## config.mk

```make
export PLATFORM = sky130hd
export DESIGN_NAME = fifo_burst_reader
export DESIGN_NICKNAME = d
export VERILOG_FILES = /design/src/rtl/fifo_burst_reader_pkg.sv /design/src/rtl/fifo_burst_reader_obuf.sv /design/src/rtl/fifo_burst_reader.sv
export SDC_FILE = /design/constraint.sdc
export NUM_CORES = 1
export LEC_CHECK = 0
export BUFFER_PORTS_ARGS = -buffer_cell sky130_fd_sc_hd__buf_2
export CAP_MARGIN = 20
export CORE_MARGIN = 3
export CORE_UTILIZATION = 57
export CTS_CLUSTER_SIZE = 25
export DETAILED_ROUTE_END_ITERATION = 7
export GPL_TIMING_DRIVEN = 0
export HOLD_SLACK_MARGIN = 0.08
export PLACE_DENSITY = 0.83
export RECOVER_POWER = 25
export SLEW_MARGIN = 0
export SYNTH_ARGS = -nofsm -noshare
export SYNTH_HDL_FRONTEND = slang
export SYNTH_SLANG_ARGS = --single-unit
```

## constraint.sdc

```tcl
create_clock -name clk -period 5.1 [get_ports clk]
set_clock_uncertainty 0.2 [all_clocks]
set_input_delay 0.255 -clock clk [delete_from_list [all_inputs] [get_ports clk]]
set_output_delay 0.255 -clock clk [all_outputs]
set_load 0.05 [all_outputs]
```

## src/rtl/fifo_burst_reader_pkg.sv

```systemverilog
// fifo_burst_reader_pkg: shared constants and state encoding for the FIFO
// burst reader and its output buffer.
package fifo_burst_reader_pkg;

    // Default widths and abort threshold used when the top is not overridden.
    localparam int unsigned DEF_DATA_WIDTH     = 8;
    localparam int unsigned DEF_LEN_WIDTH      = 5;
    localparam int unsigned DEF_TIMEOUT_CYCLES = 64;

    // Output buffer occupancy type and its depth (two entries).
    typedef logic [1:0] obuf_cnt_t;
    localparam obuf_cnt_t OBUF_DEPTH = 2'd2;

    // Controller state encoding.
    typedef logic [1:0] state_t;
    localparam state_t ST_IDLE  = 2'd0;
    localparam state_t ST_BURST = 2'd1;
    localparam state_t ST_FLUSH = 2'd2;

endpackage

```

## src/rtl/fifo_burst_reader_obuf.sv

```systemverilog
// fifo_burst_reader_obuf: two-entry in-order valid/ready buffer carrying
// {last, data}. The caller only pushes while the registered count is below
// the depth, so a push never meets a full buffer.
module fifo_burst_reader_obuf
    import fifo_burst_reader_pkg::*;
#(
    parameter int unsigned DATA_WIDTH = DEF_DATA_WIDTH
) (
    input  logic                  clk,
    input  logic                  reset,
    input  logic                  push_i,
    input  logic                  push_last_i,
    input  logic [DATA_WIDTH-1:0] push_data_i,
    input  logic                  ready_i,
    output logic                  valid_o,
    output logic [DATA_WIDTH-1:0] data_o,
    output logic                  last_o,
    output obuf_cnt_t             count_o
);

    logic [DATA_WIDTH:0] head_q, head_d;
    logic [DATA_WIDTH:0] tail_q, tail_d;
    obuf_cnt_t           cnt_q, cnt_d;
    logic                pop;
    logic [DATA_WIDTH:0] push_word;

    assign push_word = {push_last_i, push_data_i};
    assign pop       = (cnt_q != 2'd0) && ready_i;
    assign valid_o   = (cnt_q != 2'd0);
    assign data_o    = head_q[DATA_WIDTH-1:0];
    assign last_o    = head_q[DATA_WIDTH];
    assign count_o   = cnt_q;

    // Next-state for the head/tail slots; the head always holds the oldest word.
    always_comb begin
        head_d = head_q;
        tail_d = tail_q;
        cnt_d  = cnt_q;
        case (cnt_q)
            2'd0: begin
                if (push_i) begin
                    head_d = push_word;
                    cnt_d  = 2'd1;
                end
            end
            2'd1: begin
                if (push_i && pop) begin
                    head_d = push_word;
                end else if (push_i) begin
                    tail_d = push_word;
                    cnt_d  = 2'd2;
                end else if (pop) begin
                    cnt_d  = 2'd0;
                end
            end
            default: begin
                if (pop) begin
                    head_d = tail_q;
                    cnt_d  = 2'd1;
                end
            end
        endcase
    end

    // Buffer registers; reset empties the buffer and clears the presented word.
    always_ff @(posedge clk) begin
        if (reset) begin
            head_q <= '0;
            tail_q <= '0;
            cnt_q  <= 2'd0;
        end else begin
            head_q <= head_d;
            tail_q <= tail_d;
            cnt_q  <= cnt_d;
        end
    end

endmodule

```

## src/rtl/fifo_burst_reader.sv

```systemverilog
// fifo_burst_reader: pops a programmed number of words from a first-word-
// fall-through FIFO and streams them out through a two-entry buffer, tagging
// the final word with m_last.
// Optional mid-burst empty timeout: define FIFO_BURST_READER_TIMEOUT_EN.
module fifo_burst_reader
    import fifo_burst_reader_pkg::*;
#(
    parameter int unsigned DATA_WIDTH     = DEF_DATA_WIDTH,
    parameter int unsigned LEN_WIDTH      = DEF_LEN_WIDTH,
    parameter int unsigned TIMEOUT_CYCLES = DEF_TIMEOUT_CYCLES
) (
    input  logic                  clk,
    input  logic                  reset,
    input  logic                  start,
    input  logic [LEN_WIDTH-1:0]  burst_len,
    output logic                  busy,
    output logic                  done,
    output logic                  error,
    input  logic                  fifo_empty,
    input  logic [DATA_WIDTH-1:0] fifo_data,
    output logic                  fifo_rd_en,
    output logic                  m_valid,
    input  logic                  m_ready,
    output logic [DATA_WIDTH-1:0] m_data,
    output logic                  m_last
);

    state_t               state_q, state_d;
    logic [LEN_WIDTH-1:0] rem_q, rem_d;
    logic                 busy_q, busy_d;
    logic                 done_q, done_d;
    obuf_cnt_t            buf_cnt;
    logic                 rd_en;
    logic                 drain_done;
    logic                 empty_stall;

`ifdef FIFO_BURST_READER_TIMEOUT_EN
    localparam int unsigned TO_W = $clog2(TIMEOUT_CYCLES + 1);
    logic [TO_W-1:0] to_cnt_q, to_cnt_d;
    logic            error_q, error_d;
    logic            to_hit;

    assign to_hit = empty_stall && (to_cnt_q == TO_W'(TIMEOUT_CYCLES - 1));
    assign error  = error_q;
`else
    logic unused_timeout;

    assign unused_timeout = (TIMEOUT_CYCLES == 0);
    assign error          = 1'b0;
`endif

    // Pops are gated by reset so an in-flight burst stops popping immediately.
    assign rd_en = !reset && (state_q == ST_BURST) && !fifo_empty &&
                   (rem_q != '0) && (buf_cnt < OBUF_DEPTH);
    assign fifo_rd_en  = rd_en;
    assign empty_stall = (state_q == ST_BURST) && fifo_empty && (rem_q != '0);

    // The buffer is drained once it is empty or its last word leaves this cycle.
    assign drain_done = (buf_cnt == 2'd0) ||
                        ((buf_cnt == 2'd1) && m_valid && m_ready);

    assign busy = busy_q;
    assign done = done_q;

    fifo_burst_reader_obuf #(
        .DATA_WIDTH (DATA_WIDTH)
    ) u_obuf (
        .clk         (clk),
        .reset       (reset),
        .push_i      (rd_en),
        .push_last_i (rem_q == LEN_WIDTH'(1)),
        .push_data_i (fifo_data),
        .ready_i     (m_ready),
        .valid_o     (m_valid),
        .data_o      (m_data),
        .last_o      (m_last),
        .count_o     (buf_cnt)
    );

    // Controller next-state: burst sequencing, word countdown and completion.
    always_comb begin
        state_d = state_q;
        rem_d   = rem_q;
        busy_d  = busy_q;
        done_d  = 1'b0;
`ifdef FIFO_BURST_READER_TIMEOUT_EN
        error_d  = error_q;
        to_cnt_d = empty_stall ? (to_cnt_q + TO_W'(1)) : '0;
`endif
        case (state_q)
            ST_IDLE: begin
                if (start) begin
`ifdef FIFO_BURST_READER_TIMEOUT_EN
                    error_d = 1'b0;
`endif
                    if (burst_len != '0) begin
                        rem_d   = burst_len;
                        busy_d  = 1'b1;
                        state_d = ST_BURST;
                    end else begin
                        done_d  = 1'b1;
                    end
                end
            end
            ST_BURST: begin
                if (rd_en) begin
                    rem_d = rem_q - LEN_WIDTH'(1);
                    if (rem_q == LEN_WIDTH'(1)) begin
                        state_d = ST_FLUSH;
                    end
`ifdef FIFO_BURST_READER_TIMEOUT_EN
                end else if (to_hit) begin
                    error_d  = 1'b1;
                    rem_d    = '0;
                    to_cnt_d = '0;
                    state_d  = ST_FLUSH;
`endif
                end else if (rem_q == '0) begin
                    state_d = ST_FLUSH;
                end
            end
            ST_FLUSH: begin
                if (drain_done) begin
                    done_d  = 1'b1;
                    busy_d  = 1'b0;
                    state_d = ST_IDLE;
                end
            end
            default: begin
                state_d = ST_IDLE;
                busy_d  = 1'b0;
            end
        endcase
    end

    // Controller registers with synchronous reset.
    always_ff @(posedge clk) begin
        if (reset) begin
            state_q <= ST_IDLE;
            rem_q   <= '0;
            busy_q  <= 1'b0;
            done_q  <= 1'b0;
`ifdef FIFO_BURST_READER_TIMEOUT_EN
            error_q  <= 1'b0;
            to_cnt_q <= '0;
`endif
        end else begin
            state_q <= state_d;
            rem_q   <= rem_d;
            busy_q  <= busy_d;
            done_q  <= done_d;
`ifdef FIFO_BURST_READER_TIMEOUT_EN
            error_q  <= error_d;
            to_cnt_q <= to_cnt_d;
`endif
        end
    end

endmodule
```

==> results <==
- The largest buffer count on any clock path is 2.
- The total inserted antenna cells is 0.
- The launching element type of the critical path is an input pin.
- After clock tree synthesis, the clock-pin slew on the worst setup and hold paths is approximately 90 ps.
- The static leakage power is about 0.7 nW.
- IR analysis of the VDD net gives a maximum drop of between 0.3 and 0.4 mV.
- Global routing used between 20% and 30% of the available tracks across all layers.
- The row count is 18.
- The class of the tightest hold or removal check is input pin to register.
- The number of vias per cell is slightly below 6.
- Setup violations remaining at the end of the flow were counted as 0.
- The residual overflow from global routing is 0.
- Once detail routing completed, the nets flagged for antenna violations numbered 0.
- The count of cells resized by post-cts repair is 0.
- Entering global routing, the biggest net connects 11 pins.
- The initial core utilization is approximately three fifths.
- After detailed placement, the design holds a cell count of roughly 230.
- The count of clock tree sinks is 29.
- The number of DRC violations after detailed routing is 0.
- For this design, the CTS-stage hold fixing added 11 buffers.
- By area the synthesized netlist is led by dfxtp_1 (38%), mux2i_1 (11%), a21oi_1 (5.9%).
- The share of layout cells above drive strength 1 is about a fifth.
- The pre-antenna-repair detailed-routing pass consisted of 4 iterations.
- The number of global-route vias before repair is around 1400.
- The detailed router finished its first iteration with between 50 and 60 violations.
- The detailed-route wire length is between 3 and 4 mm.
- The total area inside the core boundary comes to about 0.0025 mm^2.
- The post-route non-filler standard cell count is 246.
- The routed design could run at a clock period as short as ~2500 ps.
- Adding up every negative setup slack in the final design gives 0 ps.
- The count of synthesis-stage warnings from yosys is 0.
- The routed layout has between 1000 and 1500 vias.
- The max-slew violation count came to 0.
- In the layout the commonest cells are dfxtp_1 (29), buf_2 (23), a21oi_1 (18), nor2_1 (17), mux2i_1 (17).
- The top cell type by total area after synthesis is dfxtp_1.
- The most numerous cell type found on the critical path is dlygate4sd3_1.
- Walking the worst path, the cells encountered are dlygate4sd3_1, buf_2, nor2_1, dlygate4sd3_1, nand3_1, dlygate4sd3_1, a211oi_1.
- In this run the horizontal extent of the chip is about 58 um.
- The sequential area share after synthesis is between 30% and 40%.
- The flow ran to the end, and the final reports show no timing, DRC or antenna violations.
- TritonCTS built the clock tree.
- The CTS H-tree depth is 2.
- The count of max-cap constraint violations is 0.
- Dividing the detail-routed wire length by the instance count gives 16.0 um.
- The category of the critical setup timing path is input pin to register.
- The initial antenna violation count is 0.
- The peak fanout along the critical path is 3.
- CTS placed an instance of clkbuf_4 at the clock tree root.
- The global-route wire length before repair is ~6.5 mm.
- The required time reported for the critical path endpoint is 5160 ps.
- The synthesized cell area is about 0.0015 mm^2.
- The relative area change from synthesis to final layout is 22.0%.
- The post-synthesis cell type count is 42.
- The worst setup path is captured at a register.
- Based on the critical path, the design can be clocked at up to 395 MHz.
- Dividing the final minimum period by the clock period gives 49.6%.
- The library cell used most frequently in the layout, excluding fill and tap cells, is dfxtp_1.
- Setup repair after global routing left no endpoint under its margin.
- The slew at the pin closest to its max-slew limit is between 600 and 700 ps.
- When the netlist entered floorplanning its net count stood at approximately 190.
- The largest stage delay on the critical path is slightly below 600 ps.
- At the end of routability-driven placement, the weighted congestion stood at 0.845.
- The worst slew slack as a fraction of its limit is between 50% and 60%.
- The number of buffers created by CTS is 5.
- In this run the tool buffered the top-level ports with 30 buffer cells.
- The final total power is 0.749 mW.
- After synthesis, the mean cell area works out to between 9 and 10 um^2.
- The top-area cell type share of the netlist area is 37.9%.
- The number of synthesized register bits is 29.
- The data arrival time of the worst path is 2590 ps.
- The overall die area is 0.00334 mm^2.
- Once layout is complete, the utilization of the core stands at 74.0%.
- Post-CTS timing repair inserted 0 buffers for setup.
- At the end of the flow, the number of nets in the layout was 236.
- The clock reaches the later pin of the worst-skew pair after roughly 340 ps.
- The I/O pin count is 32.
- The total power divided by cell area is 401 mW/mm^2.
- The library cell contributing the largest single delay on the critical path is dlygate4sd3_1.
- The number of hold violations in the final report is 0.
- The vertical extent of the die is 57.8 um.
- After detailed placement, the total cell area comes to 0.00172 mm^2.
- The cell count after synthesis came out at 167.
- With fillers left out, the area of the finished cells amounts to around 0.0019 mm^2.
- The total half-perimeter wirelength after legalization and detailed placement is between 2 and 3 mm.
[sequential cells by signal, summed over array words and instances, names as in the netlist]
signal,flops
rem_q,5
busy,1
state_q,2
done,1
u_obuf.head_q,9
u_obuf.count_o,2
u_obuf.tail_q,9
[critical path: cells and delay by family]
family                 cells  cell delay (ps)
AOI/OAI and AO/OA          1              220
and+or+nand+nor            2              270
buffers and inverters      4             1840
[cell families (layout without fill, tap and decap cells)]
group / Yosys count / in the layout / share of synthesized area [%]
other: 1 / 1 / 0.245
adder cells (fa/ha/maj): 3 / 3 / 2.45
AND/OR/NAND/NOR: 50 / 50 / 17.5
multiplexers: 17 / 17 / 11.1
AO/OA/AOI/OAI: 48 / 48 / 24.1
flip-flops: 29 / 29 / 37.9
buffers and inverters: 19 / 68 / 6.62
[path summary, 6_finish.rpt]
check	start	end	slack, ps	depth (start not counted)
setup / recovery	burst_len[4]	done	2570	7
hold / removal	burst_len[2]	rem_q[2]	120	3
setup reg to reg	rem_q[0]	u_obuf.head_q[1]	2820	7
hold reg to reg	u_obuf.tail_q[8]	u_obuf.tail_q[8]	290	2
[stage by stage]
step,worst slack (ps),hold slack [ps]
detailed placement,2890,272
CTS,2610,108
finish,2570,116
global placement,2930,264
global route,2480,139
floorplan,3090,202
[where the power goes]
part,total [mW],switching (mW),internal (mW)
registers,0.290,0.0336,0.256
clock network,0.135,0.0831,0.0523
logic,0.324,0.199,0.125
[per-layer routing]
metal / part of all wire [%] / global-route usage (%) / vias up
li1: - / - / 714
met1: 42 / 30.4 / 683
met2: 51 / 44.5 / 41
met3: 5.6 / 6.90 / 10
met4: 1.7 / 8.61 / 0
met5: 0 / 0 / -
[cells in the mapped netlist]
cell / count
a211o_1: 1
a211oi_1: 2
a21oi_1: 18
a21oi_2: 1
a221o_1: 1
a221oi_1: 1
a22oi_1: 2
a311oi_1: 8
a311oi_2: 1
a31oi_1: 1
and2_1: 1
and2_4: 1
and3_1: 1
buf_2: 3
buf_4: 1
buf_6: 3
clkbuf_1: 5
conb_1: 1
dfxtp_1: 29
ha_1: 3
inv_1: 6
inv_2: 1
mux2i_1: 17
nand2_1: 9
nand2b_1: 3
nand3_1: 4
nor2_1: 17
nor2b_1: 2
nor3_1: 4
nor3b_1: 2
nor4_1: 1
nor4b_4: 1
o211ai_1: 1
o21a_1: 1
o21ai_0: 2
o21ai_1: 2
o221a_1: 1
o31ai_4: 1
o32ai_1: 3
o41ai_4: 1
or3_1: 2
or4b_1: 2
[cell type report]
class / count / area [um^2]
Inverter: 7 / 26.3
Tap cell: 30 / 37.5
Timing Repair Buffer: 41 / 248
Clock buffer: 6 / 41.3
Buffer: 12 / 75.1
Sequential cell: 29 / 581
Clock inverter: 2 / 10.0
Fill cell: 210 / 656
Multi-Input combinational cell: 119 / 848
Power figures use the tool's default switching activity.
